--- config.mk ---
export PLATFORM = sky130hd
export DESIGN_NAME = multicycle_controller
export DESIGN_NICKNAME = d
export VERILOG_FILES = /design/src/rtl/riscv_ctrl_pkg.sv /design/src/rtl/main_fsm.sv /design/src/rtl/multicycle_controller.sv
export SDC_FILE = /design/constraint.sdc
export NUM_CORES = 1
export LEC_CHECK = 0
export CORE_AREA = 3 3 40 42
export CTS_BUF_LIST = sky130_fd_sc_hd__clkbuf_16
export DETAILED_ROUTE_END_ITERATION = 10
export DIE_AREA = 0 0 43 45
export DONT_BUFFER_PORTS = 1
export SETUP_SLACK_MARGIN = 0.3
export SLEW_MARGIN = 30
export SYNTH_ARGS = -nofsm -noshare
export SYNTH_HDL_FRONTEND = slang
export SYNTH_SLANG_ARGS = --single-unit
--- constraint.sdc ---
create_clock -name clk -period 1.9 [get_ports clk]
set_clock_uncertainty 0.15 [all_clocks]
set_input_delay 0.38 -clock clk [delete_from_list [all_inputs] [get_ports clk]]
set_output_delay 0.38 -clock clk [all_outputs]
set_load 0.02 [all_outputs]
--- src/rtl/riscv_ctrl_pkg.sv ---
// riscv_ctrl_pkg: state, opcode and datapath-select encodings for the multicycle controller
package riscv_ctrl_pkg;
  typedef enum logic [3:0] {
    FETCH = 4'd0, DECODE = 4'd1, MEMADR = 4'd2, MEMREAD = 4'd3, MEMWB = 4'd4, MEMWRITE = 4'd5,
    EXECUTER = 4'd6, ALUWB = 4'd7, EXECUTEI = 4'd8, JAL = 4'd9, BEQ = 4'd10
  } statetype;
  localparam logic [6:0] OP_LW = 7'b0000011, OP_SW = 7'b0100011, OP_R = 7'b0110011;
  localparam logic [6:0] OP_I = 7'b0010011, OP_JAL = 7'b1101111, OP_BEQ = 7'b1100011;
  localparam logic [1:0] SRCA_PC = 2'b00, SRCA_OLDPC = 2'b01, SRCA_RD1 = 2'b10;
  localparam logic [1:0] SRCB_RD2 = 2'b00, SRCB_IMM = 2'b01, SRCB_FOUR = 2'b10;
  localparam logic [1:0] RES_ALUOUT = 2'b00, RES_DATA = 2'b01, RES_ALURESULT = 2'b10;
  localparam logic [1:0] ALUOP_ADD = 2'b00, ALUOP_SUB = 2'b01, ALUOP_FUNCT = 2'b10;
  localparam logic [1:0] IMM_I = 2'b00, IMM_S = 2'b01, IMM_B = 2'b10, IMM_J = 2'b11;
endpackage

--- src/rtl/main_fsm.sv ---
// main_fsm: Moore state machine sequencing fetch, decode and execute for the multicycle datapath
module main_fsm
  import riscv_ctrl_pkg::*;
(
  input  logic       clk,
  input  logic       reset,
  input  logic [6:0] op,
  output logic [3:0] state,
  output logic [1:0] alusrca,
  output logic [1:0] alusrcb,
  output logic [1:0] resultsrc,
  output logic [1:0] aluop,
  output logic       adrsrc,
  output logic       irwrite,
  output logic       regwrite,
  output logic       memwrite,
  output logic       pcupdate,
  output logic       branch
);
  statetype cur, nxt;
  logic irw, rgw, mmw, pcu, br;
  always_ff @(posedge clk or posedge reset)
    if (reset) cur <= FETCH;
    else cur <= nxt;
  always_comb begin
    nxt = FETCH;
    alusrca = SRCA_PC;
    alusrcb = SRCB_RD2;
    resultsrc = RES_ALUOUT;
    aluop = ALUOP_ADD;
    adrsrc = 1'b0;
    irw = 1'b0;
    rgw = 1'b0;
    mmw = 1'b0;
    pcu = 1'b0;
    br = 1'b0;
    case (cur)
      FETCH: begin
        alusrcb = SRCB_FOUR;
        resultsrc = RES_ALURESULT;
        irw = 1'b1;
        pcu = 1'b1;
        nxt = DECODE;
      end
      DECODE: begin
        alusrca = SRCA_OLDPC;
        alusrcb = SRCB_IMM;
        nxt = (op == OP_LW || op == OP_SW) ? MEMADR :
              op == OP_R   ? EXECUTER :
              op == OP_I   ? EXECUTEI :
              op == OP_JAL ? JAL :
              op == OP_BEQ ? BEQ : FETCH;
      end
      MEMADR: begin
        alusrca = SRCA_RD1;
        alusrcb = SRCB_IMM;
        nxt = op == OP_LW ? MEMREAD : MEMWRITE;
      end
      MEMREAD: begin
        adrsrc = 1'b1;
        nxt = MEMWB;
      end
      MEMWB: begin
        resultsrc = RES_DATA;
        rgw = 1'b1;
      end
      MEMWRITE: begin
        adrsrc = 1'b1;
        mmw = 1'b1;
      end
      EXECUTER: begin
        alusrca = SRCA_RD1;
        aluop = ALUOP_FUNCT;
        nxt = ALUWB;
      end
      ALUWB: rgw = 1'b1;
      EXECUTEI: begin
        alusrca = SRCA_RD1;
        alusrcb = SRCB_IMM;
        aluop = ALUOP_FUNCT;
        nxt = ALUWB;
      end
      JAL: begin
        alusrca = SRCA_OLDPC;
        alusrcb = SRCB_FOUR;
        pcu = 1'b1;
        nxt = ALUWB;
      end
      BEQ: begin
        alusrca = SRCA_RD1;
        aluop = ALUOP_SUB;
        br = 1'b1;
      end
      default: nxt = FETCH;
    endcase
  end
  // Reset is asynchronous, so enables are masked combinationally to keep them quiet the instant it rises
  assign irwrite = irw & ~reset;
  assign regwrite = rgw & ~reset;
  assign memwrite = mmw & ~reset;
  assign pcupdate = pcu & ~reset;
  assign branch = br & ~reset;
  assign state = cur;
endmodule

--- src/rtl/multicycle_controller.sv ---
// multicycle_controller: control unit for the multicycle RV32I subset processor
module multicycle_controller
  import riscv_ctrl_pkg::*;
(
  input  logic       clk,
  input  logic       reset,
  input  logic [6:0] op,
  input  logic       zero,
  output logic [1:0] immsrc,
  output logic [1:0] alusrca,
  output logic [1:0] alusrcb,
  output logic [1:0] resultsrc,
  output logic       adrsrc,
  output logic [1:0] aluop,
  output logic       irwrite,
  output logic       pcwrite,
  output logic       regwrite,
  output logic       memwrite,
  output logic [3:0] state
);
  logic pcupdate, branch;
  main_fsm u_fsm (
    .clk(clk), .reset(reset), .op(op), .state(state), .alusrca(alusrca), .alusrcb(alusrcb),
    .resultsrc(resultsrc), .aluop(aluop), .adrsrc(adrsrc), .irwrite(irwrite),
    .regwrite(regwrite), .memwrite(memwrite), .pcupdate(pcupdate), .branch(branch)
  );
  always_comb
    immsrc = op == OP_SW ? IMM_S : op == OP_BEQ ? IMM_B : op == OP_JAL ? IMM_J : IMM_I;
  assign pcwrite = pcupdate | (branch & zero);
endmodule

==> results.py, run 1 <==
metrics = {
    "min_path": {
        "min_path_type": "in -> reg",
        "min_from": "op[2]",
        "whs_path_depth": 2,
        "hold_path_end": "u_fsm.state[3]",
    },
    "power_and_ir_drop": {
        "p_seq_frac": 0.132,
        "power_density_nw_per_um2": 1070,
        "finalPower_mw": 1.00,
        "sw_frac_of_total": 0.417,
        "p_switching_mw": 0.419,
        "pwr-share-clk": 0.335,
        "combPwrFrac": 0.533,
        "ir_drop_mv": 0.711,
        "power.internal_mw": 0.584,
        "power_leakage_nw": 0.364,
    },
    "global_routing": {
        "grtUsageTotal": 0.184,
        "antenna_found_initial": 0,
        "overflow": 0,
        "first_global_vias": 571,
        "grt_pass1_wl_um": 2640,
        "grt_max_degree": 11,
    },
    "synthesis": {
        "yosysMostFrequentCell": "nor2_1",
        "netlist_top_cells_area": "dfrtp_1 20%, nor2_1 5.4%, xor2_1 5.4%, a21oi_1 5.1%, and4bb_2 5.1%",
        "yosys.area_share.adder": 0,
        "muxShareOfSynthArea": 0,
        "syn_inst": 66,
        "ys_seq_elements": 4,
        "ys_seq_area_frac": 0.204,
        "synthSimpleGateAreaFrac": 0.406,
        "yosysTopAreaCellShare": 0.204,
        "postSynthAreaPerCell_sq_um": 7.43,
        "synth_common_cells": "7 x nor2_1, 5 x a21oi_1",
        "synth_async_sr_flop_share": 1.00,
        "synthFlopType": "dfrtp_1",
        "yosysTopAreaCell": "dfrtp_1",
        "synth_edf_count": 0,
        "synthesis.nets": 76,
        "synth_xor_xnor_area_share": 0.0714,
        "synth_cell_types": 34,
        "synth_warnings": 0,
        "syn-cell-area_sq_um": 490,
        "synth_top_family_by_area": "simple AND/OR/NAND/NOR gates",
        "synth_compound_area_frac": 0.245,
    },
    "placed_design": {
        "gp_congestion": 0.726,
        "hpwl_um": 1070,
        "io_buffers": 0,
        "placed_cells": 86,
    },
    "worst_setup_path": {
        "endpoint_kind": "primary output",
        "worstPathArrival_ns": 1.41,
        "startpoint_type": "flop",
        "critPathKind": "reg -> out",
        "r2r_slack_ns": 0.38,
        "crit_required_ns": 1.37,
        "r2r_start": "u_fsm.state[0]",
        "cp_max_fo": 4,
        "regToRegEndpoint": "u_fsm.state[2]",
        "r2r_cells": 4,
    },
    "sta": {
        "rsz0062_at_grt": "true",
        "maxSlewHeadroom": 0.796,
        "layout_setup_ws_ns": -0.0425,
        "drv_slew": 0,
        "final-setup-viol-count": 1,
        "period_minus_slack_ns": 1.94,
        "timing.final.crit_share": 1.02,
        "worstMarginPinSlew_ns": 0.302,
        "hold_viol_final": 0,
        "timing.fmax_mhz": 515,
    },
    "cts": {
        "htreeDepth": 1,
        "clock-sinks": 4,
        "cts_root_buf": "clkbuf_16",
        "cts_inserted_buffers": 3,
        "clk_path_buf_depth": 2,
        "insertion_delay_ns": 0.23,
        "cts_tree": "yes",
        "clk_pin_slew_ns": 0.04,
    },
    "final_layout": {
        "antennaDiodeCount": 0,
        "largest_reg_flops": 4,
        "multiInputGateArea_sq_um": 528,
        "seq_area_sq_um": 105,
        "n_fill_cell": 91,
        "fin_cells": 101,
        "drive_gt1_frac": 0.616,
        "num-nets-final": 97,
        "areaGrowthSynthToFinish_pct": 91.1,
    },
    "floorplan": {
        "placementRows": 13,
        "initial_core_util": 0.382,
        "io_pins": 29,
        "die_w_um": 43,
        "die_y_um": 45,
        "die_area_sq_um": 1940,
        "core_sq_um": 1280,
    },
    "job": {
        "drv_cap": 0,
    },
    "outcome": {
        "violations": "negative setup slack",
        "status": "finished with violations",
    },
    "drt": {
        "num_vias": 618,
        "first_pass_iters": 4,
        "drt_wl_total_um": 1660,
        "wl_per_cell_um": 16.4,
        "drtAntennaViolNets": 0,
        "drtIter0Drc": 12,
        "viasPerCell": 6.12,
        "drc": 0,
    },
}
[worst max-delay path: stages (launching register included)]
cell and delay [ns]:
dfrtp_2 0.42, xor2_1 0.18, or3_4 0.37, a21oi_4 0.21
[placed cells by master, fill, tap and decap left out, types with 2 or more instances in the layout]
cell       Yosys  final
nor2_4         0      3
dfrtp_2        0      4
nand2_2        0      2
nand2b_4       0      2
nand4b_1       2      2
clkbuf_16      0      3
a21oi_1        5      2
nand3_1        2      2
buf_4          1     11
a21oi_4        0      3
nor2_1         7      3
inv_4          0      2
or3_4          0      2
nor3_4         0      3
buf_6          0      7
nand2_1        4      2
o21ai_0        2      2
xor2_1         3      3
and4bb_2       2      2
inv_1          4      3
[how the worst max path moves through the flow]
stage / depth (start not counted) / endpoint / start
4_1_cts: 3 / pcwrite / u_fsm.state[0]
3_3_place_gp: 3 / pcwrite / u_fsm.state[0]
6_report: 3 / pcwrite / u_fsm.state[0]
2_1_floorplan: 3 / irwrite / u_fsm.state[3]
5_1_grt: 3 / pcwrite / u_fsm.state[0]
3_5_place_dp: 3 / pcwrite / u_fsm.state[0]
[timing repair]
| item | in CTS | in global routing |
|---|---|---|
| setup buffers | 7 | 3 |
| hold buffers | 1 | 0 |
| endpoints found under the setup margin | 15 | 15 |
| pin swaps | 8 | 6 |
| endpoints found under the hold margin | 4 | 0 |
| gates resized for setup | 20 | 8 |
[final cells by class]
class | count | area share
Inverter | 4 | 0.0214
Clock buffer | 3 | 0.0801
Sequential cell | 4 | 0.112
Tap cell | 15 | 0.0200
Clock inverter | 1 | 0.00401
Multi-Input combinational cell | 54 | 0.563
Timing Repair Buffer | 20 | 0.199
[cell families after synthesis]
kind of cell / Yosys count
compound gates: 17
xor+xnor: 4
buf+inv: 8
flops: 4
simple gates: 33
[per-layer routing]
metal | wire length, um | GRT usage | vias up | share of wire
met2 | 837 | 0.305 | 33 | 0.50
met5 | 0 | 0 | - | 0
met1 | 648 | 0.204 | 295 | 0.39
met3 | 132 | 0.0757 | 4 | 0.080
met4 | 38 | 0.0904 | 0 | 0.023
li1 | - | - | 286 | -
[stage by stage]
step	area [sq um]	TNS (ns)	hold slack, ns	util	setup slack (ns)
global placement	651	0	0.0239	0.506	0.210
floorplan	606	0	0.00464	-	0.102
finish	937	-0.0425	0.189	0.729	-0.0425
global route	937	-0.208	0.197	0.729	-0.0815
CTS	883	-0.0632	0.185	0.687	-0.0345
detailed placement	651	0	0.0287	0.506	0.196
[power groups by stage]
stage / registers [mW] / clock network (mW) / logic (mW)
global route: 0.136 / 0.348 / 0.574
detailed placement: 0.128 / 0 / 0.433
global placement: 0.127 / 0 / 0.427
CTS: 0.131 / 0.340 / 0.514
finish: 0.132 / 0.336 / 0.535
floorplan: 0.141 / 0 / 0.353
(Power assumes the default switching activity.)
==> inputs of run 2 (changes only) <==
Settings changed: SLEW_MARGIN 30 to 20.
==> results of run 2 <==
No change in the layout: final DEF, timing and power equal those of run 1.
==> inputs of run 3 (changes only) <==
--- a/config.mk
+++ b/config.mk
@@ -11,4 +11,5 @@
 export DIE_AREA = 0 0 43 45
 export DONT_BUFFER_PORTS = 1
+export HOLD_SLACK_MARGIN = 0.05
 export SETUP_SLACK_MARGIN = 0.3
 export SLEW_MARGIN = 20
==> constraint.sdc (replaced) <==
create_clock -name clk -period 1.9 [get_ports clk]
set_clock_uncertainty 0.15 [all_clocks]
set_input_delay 0.475 -clock clk [delete_from_list [all_inputs] [get_ports clk]]
set_output_delay 0.475 -clock clk [all_outputs]
set_load 0.02 [all_outputs]
==> run 3 against run 2 <==
Non-clock buffer count rose by 17. Clock power rose by 2%. Register-to-register slack worse by 0.12 ns. First-iteration DRC count rose by 92%. Largest cell class unchanged. Global-route usage up 3.8 points. Worst hold slack improved by 0.13 ns. Die area unchanged. Cell area increased by 21%. The flow still finishes with violations (negative setup slack). Sequential share of layout area decreased by 1.9 points.
==> results.py, run 3 (synthesis gave the netlist of run 1 again) <==
metrics = {
    "drt": {
        "wl_per_cell_um": 21.7,
        "first_pass_iters": 4,
        "drt_wl_total_um": 2570,
        "num_vias": 744,
        "drtAntennaViolNets": 0,
        "drtIter0Drc": 23,
        "drc": 0,
        "viasPerCell": 6.31,
    },
    "power_and_ir_drop": {
        "power_leakage_nw": 0.457,
        "power_density_nw_per_um2": 1110,
        "p_seq_frac": 0.101,
        "sw_frac_of_total": 0.416,
        "combPwrFrac": 0.624,
        "ir_drop_mv": 0.751,
        "pwr-share-clk": 0.275,
        "power.internal_mw": 0.730,
        "p_switching_mw": 0.520,
        "finalPower_mw": 1.25,
    },
    "outcome": {
        "status": "finished with violations",
        "violations": "negative setup slack",
    },
    "placed_design": {
        "hpwl_um": 1040,
        "io_buffers": 0,
        "placed_cells": 90,
        "gp_congestion": 0.794,
        "placed_area_sq_um": 676,
    },
    "global_routing": {
        "grtUsageTotal": 0.221,
        "first_global_vias": 706,
        "grt_pass1_wl_um": 3240,
        "antenna_found_initial": 0,
        "overflow": 0,
        "grt_max_degree": 11,
    },
    "cts": {
        "clk_path_buf_depth": 2,
        "cts_root_buf": "clkbuf_16",
        "insertion_delay_ns": 0.23,
        "cts_tree": "yes",
        "htreeDepth": 1,
        "clk_pin_slew_ns": 0.03,
        "cts_inserted_buffers": 3,
        "clock-sinks": 4,
    },
    "sta": {
        "maxSlewHeadroom": 0.723,
        "final-setup-viol-count": 12,
        "timing.fmax_mhz": 484,
        "rsz0062_at_grt": "true",
        "period_minus_slack_ns": 2.06,
        "finalSetupTns_ns": -0.927,
        "layout_setup_ws_ns": -0.165,
        "timing.final.crit_share": 1.09,
        "worstMarginPinSlew_ns": 0.410,
        "hold_viol_final": 0,
        "drv_slew": 0,
    },
    "worst_setup_path": {
        "endpoint_kind": "primary output",
        "crit_chain": "xor2_1, or3_4, a21oi_4",
        "startpoint_type": "flop",
        "crit_required_ns": 1.27,
        "max_stage_delay_ns": 0.45,
        "critPathKind": "reg -> out",
        "cp_slowest_cell": "dfrtp_2",
        "worstPathArrival_ns": 1.44,
        "cp_max_fo": 4,
    },
    "final_layout": {
        "final_common_cell": "buf_4",
        "antennaDiodeCount": 0,
        "n_fill_cell": 62,
        "mostFrequentLayoutCells": "18 x buf_4, 15 x buf_6, 4 x dfrtp_2",
        "num-nets-final": 114,
        "largest_reg_flops": 4,
        "drive_gt1_frac": 0.709,
        "areaGrowthSynthToFinish_pct": 131,
        "fin_cells": 118,
        "stdcell_area_sq_um": 1130,
        "final_core_util": 0.880,
    },
    "floorplan": {
        "placementRows": 13,
        "core_sq_um": 1280,
        "die_area_sq_um": 1940,
        "io_pins": 29,
        "die_y_um": 45,
        "initial_core_util": 0.382,
        "die_w_um": 43,
    },
    "job": {
        "drv_cap": 0,
    },
    "min_path": {
        "min_path_type": "in -> reg",
    },
}
-- run 3: cell count changes in the layout (fill, tap and decap cells not counted), sizes merged --
cell  before  now
buf       19   36
-- run 3: per-stage QoR --
step,hold slack [ns],worst slack (ns)
after global routing,0.322,-0.194
after global placement,0.119,0.0480
after detailed placement,0.119,0.0423
final,0.320,-0.165
after CTS,0.276,-0.117
after floorplan,0.0996,0.00695
-- run 3: final timing paths --
| path | end | slack, ns | cells past startpoint | from |
|---|---|---|---|---|
| min in group asynchronous | u_fsm.state[2] | 0.48 | 2 | reset |
| max in group asynchronous | u_fsm.state[1] | 0.90 | 2 | reset |
| max | pcwrite | -0.16 | 3 | u_fsm.state[3] |
| min | u_fsm.state[3] | 0.32 | 2 | op[0] |
| min reg2reg | u_fsm.state[3] | 0.55 | 2 | u_fsm.state[3] |
| max reg2reg | u_fsm.state[2] | 0.26 | 6 | u_fsm.state[0] |
-- run 3: area by class of cell --
class | instances | area [sq um] | area share
tap | 15 | 18.8 | 0.0166
sequential | 4 | 105 | 0.0929
inverter | 4 | 20.0 | 0.0177
clock buffer | 3 | 75.1 | 0.0664
clock inverter | 1 | 3.75 | 0.00332
multi-input combinational | 54 | 549 | 0.486
timing repair buffer | 37 | 359 | 0.317
-- run 3: power by group through the flow --
stage / Combinational, mW / Clock, mW / Sequential [mW]
floorplan: 0.353 / 0 / 0.141
global placement: 0.444 / 0 / 0.130
detailed placement: 0.449 / 0 / 0.130
CTS: 0.635 / 0.344 / 0.121
global route: 0.818 / 0.353 / 0.127
finish: 0.780 / 0.344 / 0.126
-- run 3: worst max-delay path, delay by kind of cell, from the launching register on --
family	cells	cell delay, ns
DFF	1	0.45
xor gates and xnor gates	1	0.17
and+or+nand+nor	1	0.38
AOI/OAI and AO/OA	1	0.21
-- run 3: metal layers --
metal	vias up	GRT usage	routed length, um
met1	370	0.258	980
met4	0	0.0723	108
met3	14	0.0398	141
met5	-	0	0
met2	39	0.410	1330
li1	321	-	-
-- run 3: timing repair --
| action | 4_1_cts | 5_1_grt |
|---|---|---|
| hold buffers | 1 | 0 |
| pin swaps | 11 | 7 |
| endpoints found under the hold margin | 4 | 0 |
| cloned | 0 | 0 |
| endpoints found under the setup margin | 17 | 18 |
| gates resized for setup | 34 | 13 |
| buffers inserted | 17 | 6 |
